===== src/rtl/uart_word_assembler.sv =====
// ---------------------------------------------------------------------------
// uart_word_assembler
//
// Packs the UART RX byte stream into 32-bit words for the packet decode FSM.
// The first byte received becomes the MSB of the word. A RESYNC byte sequence
// seen on any byte alignment forces the word boundary back into step.
//
// Optional feature (compile-time macro): UART_WORD_ASM_TIMEOUT_EN
//   When defined, a partial word left idle for TIMEOUT_CYCLES cycles is
//   discarded and o_timeout_pulse fires. When undefined there is no timer,
//   o_timeout_pulse is constant 0 and partial words persist indefinitely.
//
// Ports
//   i_clk             in   1          system clock, all logic on posedge
//   i_reset           in   1          asynchronous, active-high reset
//   i_rx_byte_valid   in   1          1-cycle strobe, i_rx_byte valid
//   i_rx_byte         in   8          received byte
//   o_recv_word_cmd   out  1          1-cycle strobe: new word on o_recv_word_data
//   o_recv_word_data  out  32         assembled word, held until next strobe
//   o_byte_count      out  2          bytes held in the partial word (0..3)
//   o_realign_pulse   out  1          1-cycle strobe: misaligned RESYNC forced a boundary
//   o_timeout_pulse   out  1          1-cycle strobe: partial word discarded on idle timeout
//   o_err_count       out  ERR_CNT_W  saturating count of realign + timeout events
// ---------------------------------------------------------------------------
module uart_word_assembler #(
    parameter logic [31:0] RESYNC_WORD    = 32'h416FDC1E,
`ifdef UART_WORD_ASM_TIMEOUT_EN
    parameter int unsigned TIMEOUT_CYCLES = 1000000,
`endif
    parameter int unsigned ERR_CNT_W      = 8
) (
    input  logic                 i_clk,
    input  logic                 i_reset,
    input  logic                 i_rx_byte_valid,
    input  logic [7:0]           i_rx_byte,
    output logic                 o_recv_word_cmd,
    output logic [31:0]          o_recv_word_data,
    output logic [1:0]           o_byte_count,
    output logic                 o_realign_pulse,
    output logic                 o_timeout_pulse,
    output logic [ERR_CNT_W-1:0] o_err_count
);

    logic [31:0] sr;     // last four bytes received, newest in [7:0]
    logic [1:0]  cnt;    // bytes held in the current partial word
    logic [2:0]  fill;   // bytes since last clear, saturating at 4

    logic [31:0] nxt;
    logic        realign;
    logic        emit;
    logic        timeout_fire;

    // NOTE: every signal gets a value on every path of an always_comb,
    // otherwise synthesis infers a latch to hold the old value.
    always_comb begin
        nxt     = {sr[23:0], i_rx_byte};
        realign = 1'b0;
        emit    = 1'b0;
        if (i_rx_byte_valid) begin
            // A RESYNC only counts once four real bytes back it (fill+1 >= 4),
            // so reset-cleared zeros in sr can never complete a match.
            realign = (nxt == RESYNC_WORD) && (fill >= 3'd3) && (cnt != 2'd3);
            emit    = (cnt == 2'd3) || realign;
        end
    end

`ifdef UART_WORD_ASM_TIMEOUT_EN
    localparam int TIMER_W = $clog2(TIMEOUT_CYCLES + 1);
    localparam logic [TIMER_W-1:0] TIMER_LAST = TIMER_W'(TIMEOUT_CYCLES - 1);

    logic [TIMER_W-1:0] timer;

    // A byte arriving in the expiry cycle wins, so expiry requires no valid.
    assign timeout_fire = !i_rx_byte_valid && (cnt != 2'd0) && (timer == TIMER_LAST);

    always_ff @(posedge i_clk or posedge i_reset) begin
        if (i_reset) begin
            timer <= '0;
        end else if (i_rx_byte_valid || (cnt == 2'd0) || timeout_fire) begin
            timer <= '0;
        end else begin
            timer <= timer + TIMER_W'(1);
        end
    end
`else
    assign timeout_fire = 1'b0;
`endif

    // NOTE: sequential state uses non-blocking assignments so every register
    // samples pre-edge values regardless of statement order.
    always_ff @(posedge i_clk or posedge i_reset) begin
        if (i_reset) begin
            sr               <= '0;
            cnt              <= '0;
            fill             <= '0;
            o_recv_word_cmd  <= 1'b0;
            o_recv_word_data <= '0;
            o_realign_pulse  <= 1'b0;
            o_timeout_pulse  <= 1'b0;
            o_err_count      <= '0;
        end else begin
            o_recv_word_cmd <= 1'b0;
            o_realign_pulse <= 1'b0;
            o_timeout_pulse <= 1'b0;

            if (i_rx_byte_valid) begin
                sr   <= nxt;
                fill <= (fill == 3'd4) ? 3'd4 : fill + 3'd1;
                if (emit) begin
                    cnt              <= 2'd0;
                    o_recv_word_data <= nxt;
                    o_recv_word_cmd  <= 1'b1;
                    o_realign_pulse  <= realign;
                end else begin
                    cnt <= cnt + 2'd1;
                end
            end else if (timeout_fire) begin
                cnt             <= 2'd0;
                fill            <= 3'd0;
                o_timeout_pulse <= 1'b1;
            end

            // Realign needs a valid byte and timeout needs none, so the two
            // events never coincide and a single increment suffices.
            if ((realign || timeout_fire) && (o_err_count != {ERR_CNT_W{1'b1}})) begin
                o_err_count <= o_err_count + ERR_CNT_W'(1);
            end
        end
    end

    assign o_byte_count = cnt;

endmodule


===== config.mk =====
export PLATFORM = sky130hd
export DESIGN_NAME = uart_word_assembler
export DESIGN_NICKNAME = d
export VERILOG_FILES = /design/src/rtl/uart_word_assembler.sv
export SDC_FILE = /design/constraint.sdc
export NUM_CORES = 1
export LEC_CHECK = 0
export BUFFER_PORTS_ARGS = -buffer_cell sky130_fd_sc_hd__buf_2
export CAP_MARGIN = 5
export CORE_UTILIZATION = 54
export DETAILED_ROUTE_END_ITERATION = 7
export HOLD_SLACK_MARGIN = 0.12
export PLACE_DENSITY = 0.82
export SLEW_MARGIN = 40
export SYNTH_ARGS = -nofsm -noshare
export SYNTH_HDL_FRONTEND = slang
export SYNTH_SLANG_ARGS = --single-unit

===== constraint.sdc =====
create_clock -name i_clk -period 2.7 [get_ports i_clk]
set_input_delay 0.27 -clock i_clk [delete_from_list [all_inputs] [get_ports i_clk]]
set_output_delay 0.27 -clock i_clk [all_outputs]
set_load 0.03 [all_outputs]

Word-level counts from Yosys, hierarchy flattened:

Index checks and enable logic that the tools add are counted.

* bits of input ports: 11
* output and inout port bits: 45
* word-level logic and storage cells: 29
* register bits after elaboration: 71

* reduce and logical (&&, ||, !) cells: 5
* mux-type cells: 8
* order comparisons: 1
* add/sub/neg operators: 3
* equal/unequal tests: 5

Operators by type and width (number)
* == test 32 x 31 -> 1 bit, second input constant: 1
* adder 8 x 1 -> 8 bit, second input constant: 1
* inequality test 8 bit, second input constant: 1
* two-way mux 1 bit: 6
* adder 3 x 1 -> 3 bit, second input constant: 1
* == test 3 bit, second input constant: 1
* greater-or-equal comparator 3 x 2 -> 1 bit, second input constant: 1
* logical AND 1 bit: 3
* two-way mux 3 bit: 1
* adder 2 x 1 -> 2 bit, second input constant: 1
* == test 2 bit, second input constant: 1
* two-way mux 2 bit: 1
* inequality test 2 bit, second input constant: 1
* AND reduction 2 bit: 1
* logical OR 1 bit: 1

Longest topological paths before layout:

Gate-level depths: netlist of run 1.

* depth after elaboration: 7
* mapped depth: 8
* mapped depth without buffers: 7

Worst setup path after synthesis of run 1:

No wires, ideal clock.

* kind: register -> register
* start point: register fill[0]
* end point: register o_recv_word_data[12]
* required time: 2.575 ns
* buffers on the path: 1
* period minus slack after synthesis: 2.107 ns
* library setup time: 0.125 ns
* cell stages (with the launch flop): 9
* setup slack: 0.593 ns
* data arrival time: 1.982 ns
* cells stage by stage: dfrtp_1 -> ha_1 -> ha_1 -> a211o_1 -> nand3_1 -> nor3_4 -> o21ai_2 -> buf_4 -> mux2_2

* word-level cells in the longest chain between the ends: 6

Ends and longest elaborated chain
* start, declared: line 46 `logic [2:0] fill;`
* start signal, assigned: line 108 `fill <= (fill == 3'd4) ? 3'd4 : fill + 3'd1;`
* greater-or-equal comparator 3 x 2 -> 1 bit: line 62 `realign = (nxt == RESYNC_WORD) && (fill >= 3'd3) && (cnt != 2'd3);`
* logical AND 1 bit (2 in a row): line 62
* logical OR 1 bit: line 63 `emit = (cnt == 2'd3) || realign;`
* two-way mux 1 bit: line 59 `if (i_rx_byte_valid) begin`
* AND reduction 2 bit (no source line)
* end signal, assigned: line 111 `o_recv_word_data <= nxt;`
* end, declared: line 37 `output logic [31:0] o_recv_word_data,`

Every way passes these cells.
A chain may end at the register's enable or synchronous reset.

Final worst setup path of run 1:

* start point: register fill[0]
* end point: register o_recv_word_data[3]

Same word-level chain as after synthesis.

==> out/metrics.csv, run 1 <==
metric,value,unit
status,"finished, final reports clean",
WP data required,2.93,ns
Crit Path Max Fanout,16,
top-count cell post-synth,dfrtp_1,
CP most frequent cell,ha_1,
Post-synth top cells,"dfrtp_1 (71), mux2_2 (53)",
Resize count post-CTS,0,
number of global-route vias before repair,1700,
critical path type,reg2reg,
Synth area leader,dfrtp_1,
post-DP HPWL,3649,um
Total GRT Usage,0.2080,
"Clk pin slew, worst setup/hold paths",0.07,ns
crit-path leading delay family,flip-flops,
Initial DRC Count,98,
CTS tree,yes,
"Distinct cells, synth",34,
Avg WL per Cell,15.54,um
Async SR Flop Fraction,1.000,
GRT Residual Overflow,0,
"Slew Viols, Final",0,
io pins,56,
synth warn,0,
DR DRC count,0,
Syn Std Cell Area,0.002932,mm^2
"EDFF count, synth",0,
skew final,0.005161,ns
Synth top area share,0.6061,
placed cell areas,0.003274,mm^2
"flops & latches, synth",71,
H-tree lvl count,3,
final setup violating endpoints,0,
crit path DAT,2.47,ns
largest net degree at the start of global routing,72,
number of fill cells in the layout,398,
final WL,5285,um
FF+latch area,0.001777,mm^2
n_diodes,0,
Crit path buffers/inverters,1,
1st-pass router iterations,4,
Synth area leaders,"dfrtp_1 (61%), mux2_2 (20%), ha_1 (2.1%)",
Die H,75.68,um
Root Buffer,clkbuf_8,
clock latency at the later pin of the worst-skew pair,0.34,ns
Initial Util,0.5668,
area grow syn2layout,19.33,%
Slew headroom,0.5920,
fmax,0.4467,GHz
Worst R2R Setup Slack,0.46,ns
Via density,5.382,
RSZ-0062 raised after global routing,false,
die area,0.005727,mm^2
HP Class,in2reg,
sequential element share of the synthesized area,0.6061,
core box area,0.005172,mm^2
Max stage delay on crit path,0.41,ns
Fin Hold WS,0.1876,ns
Final Cycle Share,0.8292,
first-pass GRT wire length,8349,um
ys flop type,dfrtp_1,
Fin. Hold Viols,0,
syn nets,219,
Syn Area/Cell,14.44,um^2
Finished Layout Cells,340,
Max Cap Viol,0,
Peak VDD IR,0.0008135,V
Tmin final,2.239,ns
Critical Path Source Type,flop,
initial antenna violation count,0,
setup TNS,0,ns
Post-DRT Antenna Nets,0,
design area,0.003498,mm^2
row count,26,
Placed Cells,323,
Slowest cell on crit path,dfrtp_1,
crit end category,flop,
Util after Layout,0.6763,
nets,281,
Power Density,1087,mW/mm^2
cell count after synthesis,203,
die width,75.68,um
crit-path cells,ha_1 -> ha_1 -> a211o_1 -> nand3_1 -> nor3_4 -> o21ai_2 -> buf_4 -> mux2_2,
CTS sink count,71,
layout cell share with drive strength beyond 1,0.4852,
worst slew pin tran,0.6120,ns
port bufs,54,
total CTS buffers,9,
clk buf depth,2,
Static Leak,1.675,nW
gpl congestion,0.7842,
via count,1830,
area of the multi-input gates,0.001084,mm^2
==> metal layers <==
layer / GRT usage / vias to the layer above / wire, um
li1: - / 857 / -
met1: 0.2763 / 907 / 2431
met2: 0.3165 / 57 / 2492
met3: 0.07407 / 9 / 282
met4: 0.08025 / 0 / 78
met5: 0 / - / 0
==> where the power goes <==
part | internal, mW | switching [mW]
Clock | 0.522 | 0.379
Combinational | 0.491 | 0.814
Sequential | 1.39 | 0.205
Total | 2.41 | 1.40
==> registers in the layout (all words and copies together) (netlist names) <==
register          flops
fill                  3
o_recv_word_data     32
o_realign_pulse       1
o_err_count           8
o_recv_word_cmd       1
sr                   24
o_byte_count          2
==> timing repair <==
item                                    CTS  global route
hold buffers                              1             0
endpoints found under the setup margin    0             0
hold endpoints to repair                 71             0
buffers inserted                          0             0
==> cell usage in the layout (no fill, tap or decap), types with 5 or more instances in the layout <==
cell type	netlist	routed
mux2_2	53	53
ha_1	5	5
buf_2	0	54
inv_1	6	5
clkbuf_8	0	9
a22o_1	6	6
nand2_1	6	6
dfrtp_1	71	71
nand3_1	6	6
==> stage by stage <==
| step | power [mW] | setup slack, ns |
|---|---|---|
| CTS | 3.847 | 0.4604 |
| global route | 4.022 | 0.3940 |
| floorplan | 2.541 | 0.5934 |
| finish | 3.803 | 0.4611 |
| detailed placement | 2.934 | 0.4733 |
| global placement | 2.895 | 0.5332 |
==> path summary, 6_finish.rpt <==
check / startpoint / endpoint / cells after the start
min in group asynchronous: i_reset / o_recv_word_data[0] / 4
setup reg to reg: fill[0] / o_recv_word_data[3] / 8
hold / removal: i_rx_byte[3] / sr[3] / 2
setup / recovery: fill[0] / o_recv_word_data[3] / 8
hold reg to reg: o_recv_word_data[7] / o_recv_word_data[7] / 1
max in group asynchronous: i_reset / o_recv_word_data[7] / 4
==> worst register-to-register path, cell delays in order (launching register included) <==
cell	delay [ns]
dfrtp_1	0.41
ha_1	0.22
ha_1	0.18
a211o_1	0.23
nand3_1	0.20
nor3_4	0.10
o21ai_2	0.14
buf_4	0.26
mux2_2	0.38
==> kinds of logic after synthesis <==
| logic type | after synthesis | share of synthesized area |
|---|---|---|
| multiplexers | 53 | 0.2036 |
| adder cells (fa/ha/maj) | 5 | 0.02134 |
| AND/OR/NAND/NOR | 40 | 0.09220 |
| buffers and inverters | 14 | 0.02432 |
| XOR/XNOR | 5 | 0.01494 |
| AO/OA/AOI/OAI | 14 | 0.03628 |
| other | 1 | 0.001279 |
| flip-flops | 71 | 0.6061 |
==> final cells by class <==
class | instances | area share
clock buffer | 11 | 0.03755
sequential | 71 | 0.5079
clock inverter | 5 | 0.02361
multi-input combinational | 118 | 0.3097
inverter | 6 | 0.006438
timing repair buffer | 59 | 0.08977
tap | 70 | 0.02504
(Power assumes the default switching activity.)
==> run 2: changes to the inputs <==
clock period = 2.15 ns   (was 2.7 ns; I/O delays follow)
==> out/metrics.csv, run 2 (synthesis gave the netlist of run 1 again) <==
metric,value,unit,change
clock latency at the later pin of the worst-skew pair,0.34,ns,about the same
Top reg by flops,o_recv_word_data,,
Avg WL per Cell,16.58,um,+6.7%
"Clk pin slew, worst setup/hold paths",0.07,ns,about the same
CTS tree,yes,,
Crit path buffers/inverters,1,,unchanged
internal power,2.928,mW,+22%
Max Cap Viol,0,,unchanged
total CTS buffers,9,,unchanged
Register-to-Register Path Depth,6,,-2
Tmin final,2.141,ns,-0.09799 ns
Hold Path Stages,2,,unchanged
clk buf depth,2,,unchanged
Peak VDD IR,0.0008908,V,+9.5%
Post-DRT Antenna Nets,0,,unchanged
layout cell share with drive strength beyond 1,0.5194,,+0.03425
Root Buffer,clkbuf_8,,
GRT Residual Overflow,0,,unchanged
post-DP HPWL,3943,um,+8.0%
die area,0.005727,mm^2,unchanged
combinational share of power,0.375,,+0.032
Slowest cell on crit path,or4b_1,,
Via density,5.445,,+1.2%
crit-path leading delay family,simple AND/OR/NAND/NOR gates,,
critical path type,reg2reg,,
port bufs,54,,unchanged
area grow syn2layout,25.31,%,
nets,294,,+4.6%
final WL,5853,um,+11%
first-pass GRT wire length,8990,um,+7.7%
initial antenna violation count,0,,unchanged
crit-path cells,nor4bb_1 -> nand4_1 -> nor3_4 -> buf_6 -> or4b_1 -> xnor2_1,,
WP data required,2.38,ns,-0.55 ns
worst setup path start,sr[15],,
core box area,0.005172,mm^2,unchanged
Finished Layout Cells,353,,+3.8%
most frequent cells in the layout,"dfrtp_1 (71), buf_2 (54), mux2_2 (53), clkbuf_8 (11), buf_4 (10)",,
origin of the critical flop-to-flop path,sr[15],,
Initial Util,0.5668,,unchanged
row count,26,,unchanged
final setup violating endpoints,0,,unchanged
H-tree lvl count,3,,unchanged
Final Cycle Share,0.9958,,+0.1666
Total GRT Usage,0.2215,,+0.01347
HP Class,in2reg,,
skew final,0.005470,ns,+0.0003089 ns
top flop regs,"o_recv_word_data x32, sr x24, o_err_count x8",,
number of fill cells in the layout,363,,-8.8%
CTS sink count,71,,unchanged
Worst R2R Setup Slack,0.009,ns,-0.45 ns
io pins,56,,unchanged
max FFs per register,32,,unchanged
Fin. Hold Viols,0,,unchanged
number of global-route vias before repair,1872,,+10%
fmax,0.4671,GHz,+4.6%
Max stage delay on crit path,0.46,ns,+0.05 ns
RR Endpoint,o_err_count[4],,
P_sw,1.784,mW,+28%
Critical Path Source Type,flop,,
"commonest non-fill, non-tap cell in the layout",dfrtp_1,,
Power Density,1283,mW/mm^2,+18%
RSZ-0062 raised after global routing,true,,
Hold Path End,sr[4],,
via count,1922,,+5.0%
n_diodes,0,,unchanged
DR DRC count,0,,unchanged
crit path DAT,2.37,ns,-0.10 ns
gpl congestion,0.8172,,+4.2%
Slew headroom,0.5788,,-0.01319
HP Start,i_rx_byte[4],,
Fin Hold WS,0.1413,ns,-0.04627 ns
status,"finished, final reports clean",,
worst slew pin tran,0.6270,ns,+0.01496 ns
Initial DRC Count,103,,+5.1%
largest net degree at the start of global routing,47,,-35%
"Slew Viols, Final",0,,unchanged
die width,75.68,um,unchanged
Placed Cells,332,,+2.8%
crit end category,flop,,
Clock Power Share,0.202,,-0.035
fin worst setup slack,0.009098,ns,-0.4520 ns
Die H,75.68,um,unchanged
Setup WS pre-CTS,0.003420,ns,-0.4698 ns
1st-pass router iterations,4,,unchanged
switching share of power,0.3785,,+0.01114
Flop pwr share,0.422,,+0.002
Crit Path Max Fanout,7,,-9
Static Leak,1.762,nW,+5.2%
run 2: cell count changes in the layout (fill, tap and decap cells not counted), moves of 2 or more:
cell	before	now
buf_12	0	4
buf_4	3	10
bufinv_16	2	0
clkbuf_16	0	2
clkbuf_8	9	11
clkinv_4	2	0
run 2: per-stage QoR:
stage	instance area, um^2	TNS [ns]	util	power (mW)
floorplan	2932	0	-	3.192
global placement	3376	0	0.6526	3.673
global route	3674	-1.449	0.7102	4.981
detailed placement	3376	0	0.6526	3.719
CTS	3570	0	0.6901	4.681
finish	3674	0	0.7102	4.712
run 2: repair_timing:
item	in CTS	in global routing
gates resized for setup	1	5
setup endpoints to repair	18	29
cloned	0	2
pin swaps	3	2
hold endpoints to repair	25	0
hold buffers	1	0
buffers inserted	0	2
run 2: metal layers:
layer | share of wire | GRT usage
met1 | 0.46 | 0.2875
met2 | 0.49 | 0.3591
met3 | 0.041 | 0.05026
met4 | 0.013 | 0.09877
met5 | 0 | 0
run 2: worst max path at each step:
| stage | to | slack, ns | depth (start not counted) |
|---|---|---|---|
| after floorplan | o_recv_word_data[12] | 0.04 | 8 |
| after global placement | o_recv_word_data[31] | 0.06 | 8 |
| after detailed placement | o_recv_word_data[25] | 0.003 | 8 |
| after CTS | o_err_count[4] | 0.002 | 6 |
| after global routing | o_err_count[4] | -0.16 | 6 |
| final | o_err_count[4] | 0.009 | 6 |
run 2: area by class of cell:
| type | instances | area (um^2) | share of cell area |
|---|---|---|---|
| sequential | 71 | 1777 | 0.4837 |
| multi-input combinational | 118 | 1114 | 0.3031 |
| timing repair buffer | 72 | 496.7 | 0.1352 |
| clock buffer | 13 | 158.9 | 0.04326 |
| tap | 70 | 87.58 | 0.02384 |
| inverter | 6 | 22.52 | 0.006131 |
| clock inverter | 3 | 17.52 | 0.004768 |
run 2: power groups by stage:
stage | clock [mW] | combinational (mW) | sequential (mW)
2_1_floorplan | 0 | 0.575 | 2.62
3_3_place_gp | 0 | 1.67 | 2.00
3_5_place_dp | 0 | 1.71 | 2.01
4_1_cts | 0.972 | 1.72 | 1.99
5_1_grt | 1.03 | 1.90 | 2.05
6_report | 0.954 | 1.77 | 1.99
==> run 3: changes to the inputs <==
CORE_ASPECT_RATIO = 1.75   (was default)
==> out/metrics.csv, run 3 (synthesis gave the netlist of run 1 again) <==
metric,value,unit,change
total CTS buffers,9,,unchanged
max FFs per register,32,,unchanged
"commonest non-fill, non-tap cell in the layout",dfrtp_1,,
initial antenna violation count,0,,unchanged
die area,0.005739,mm^2,+0.20%
Crit Path Max Fanout,16,,+9
Post-DRT Antenna Nets,0,,unchanged
clk buf depth,2,,unchanged
Util after Layout,0.7086,,-0.001637
nets,299,,+1.7%
Worst R2R Setup Slack,0.02,ns,about the same
Die H,99.47,um,+31%
Hold Path Stages,2,,unchanged
Peak VDD IR,0.0008216,V,-7.8%
HP Start,i_rx_byte[4],,
row count,35,,+35%
first-pass GRT wire length,9239,um,+2.8%
Slew headroom,0.5183,,-0.06051
n_diodes,0,,unchanged
origin of the critical flop-to-flop path,sr[19],,
area grow syn2layout,27.02,%,
Static Leak,1.804,nW,+2.4%
Initial Util,0.5579,,-0.008906
RR Endpoint,o_recv_word_data[9],,
Total GRT Usage,0.2180,,-0.003548
clock latency at the later pin of the worst-skew pair,0.34,ns,about the same
top flop regs,"o_recv_word_data x32, sr x24, o_err_count x8",,
crit path DAT,2.36,ns,about the same
critical path type,reg2reg,,
Root Buffer,clkbuf_8,,
layout cell share with drive strength beyond 1,0.5417,,+0.02223
CTS tree,yes,,
Top reg by flops,o_recv_word_data,,
failing checks,design-rule violations,,
status,finished with violations,,
final WL,6161,um,+5.3%
core box area,0.005255,mm^2,+1.6%
Avg WL per Cell,17.96,um,+8.3%
number of global-route vias before repair,1943,,+3.8%
CTS sink count,71,,unchanged
DR DRC count,4,,+4
HP Class,in2reg,,
1st-pass router iterations,6,,+2
post-DP HPWL,3896,um,-1.2%
Via density,5.703,,+4.7%
die width,57.70,um,-24%
Fin. Hold Viols,0,,unchanged
skew final,0.009768,ns,+0.004298 ns
gpl congestion,0.8176,,about the same
via count,1956,,+1.8%
"Clk pin slew, worst setup/hold paths",0.07,ns,about the same
most frequent cells in the layout,"dfrtp_1 (71), buf_2 (54), mux2_2 (53), buf_4 (16), clkbuf_8 (10)",,
"Power, Total",4.868,mW,+3.3%
crit end category,flop,,
io pins,56,,unchanged
Hold Path End,sr[4],,
fmax,0.4698,GHz,+0.58%
Final Cycle Share,0.9900,,-0.005738
"Slew Viols, Final",0,,unchanged
Max Cap Viol,0,,unchanged
worst slew pin tran,0.7171,ns,+0.09008 ns
Initial DRC Count,76,,-26%
Power Density,1307,mW/mm^2,+1.9%
largest net degree at the start of global routing,72,,+53%
Register-to-Register Path Depth,7,,+1
setup TNS,0,ns,unchanged
H-tree lvl count,3,,unchanged
final setup violating endpoints,0,,unchanged
Tmin final,2.129,ns,-0.01234 ns
Critical Path Source Type,flop,,
port bufs,54,,unchanged
WP data required,2.38,ns,about the same
GRT Residual Overflow,0,,unchanged
[run 3: power breakdown]
group	internal, mW	leakage (nW)	switching, mW
clock network	0.560	0.0981	0.483
registers	1.75	0.869	0.253
logic	0.723	0.836	1.10
[run 3: worst max-delay path by stage]
stage / startpoint / to / slack [ns] / depth (start not counted)
3_5_place_dp: sr[11] / o_err_count[1] / 0.01 / 5
5_1_grt: sr[19] / o_recv_word_data[2] / -0.06 / 7
3_3_place_gp: sr[11] / o_err_count[1] / 0.03 / 5
4_1_cts: i_rx_byte[0] / o_err_count[1] / 0.006 / 7
2_1_floorplan: fill[0] / o_recv_word_data[12] / 0.04 / 8
6_report: sr[19] / o_recv_word_data[9] / 0.02 / 7
[run 3: per-stage QoR]
| step | cell area [um^2] | hold WS [ns] | worst slack, ns | std cells |
|---|---|---|---|---|
| after floorplan | 2932 | 0.3475 | 0.04341 | 203 |
| after detailed placement | 3314 | 0.3213 | 0.01500 | 313 |
| after CTS | 3532 | 0.1208 | 0.005921 | 331 |
| final | 3724 | 0.1378 | 0.02144 | 343 |
| after global routing | 3724 | 0.1242 | -0.06465 | 343 |
| after global placement | 3314 | 0.3160 | 0.02896 | 313 |
[run 3: what timing repair did]
item / in CTS / in global routing
buffers inserted: 0 / 9
endpoints found under the setup margin: 0 / 30
resized for setup: 0 / 8
hold buffers: 2 / 0
endpoints found under the hold margin: 72 / 0
[run 3: layout make-up]
cell class,count,area [um^2]
flip-flops and latches,71,1777
fillers,342,1531
multi-input cells,118,1132
repair buffers,77,525.5
clock buffers,10,137.6
well taps,55,68.82
clock inverters,6,60.06
inverters,6,22.52
[run 3: worst max-delay path: stages (launching register included)]
cell and delay (ns):
dfrtp_1 0.41, nor4b_1 0.52, nand3_2 0.19, nor3_4 0.23, o21ai_4 0.08, buf_4 0.15, clkbuf_16 0.17, mux2_2 0.27
[run 3: routing by layer]
metal | GRT usage | wire length, um
met1 | 0.2511 | 2358
met2 | 0.3685 | 3435
met5 | 0 | 0
met3 | 0.05332 | 212
met4 | 0.1154 | 155
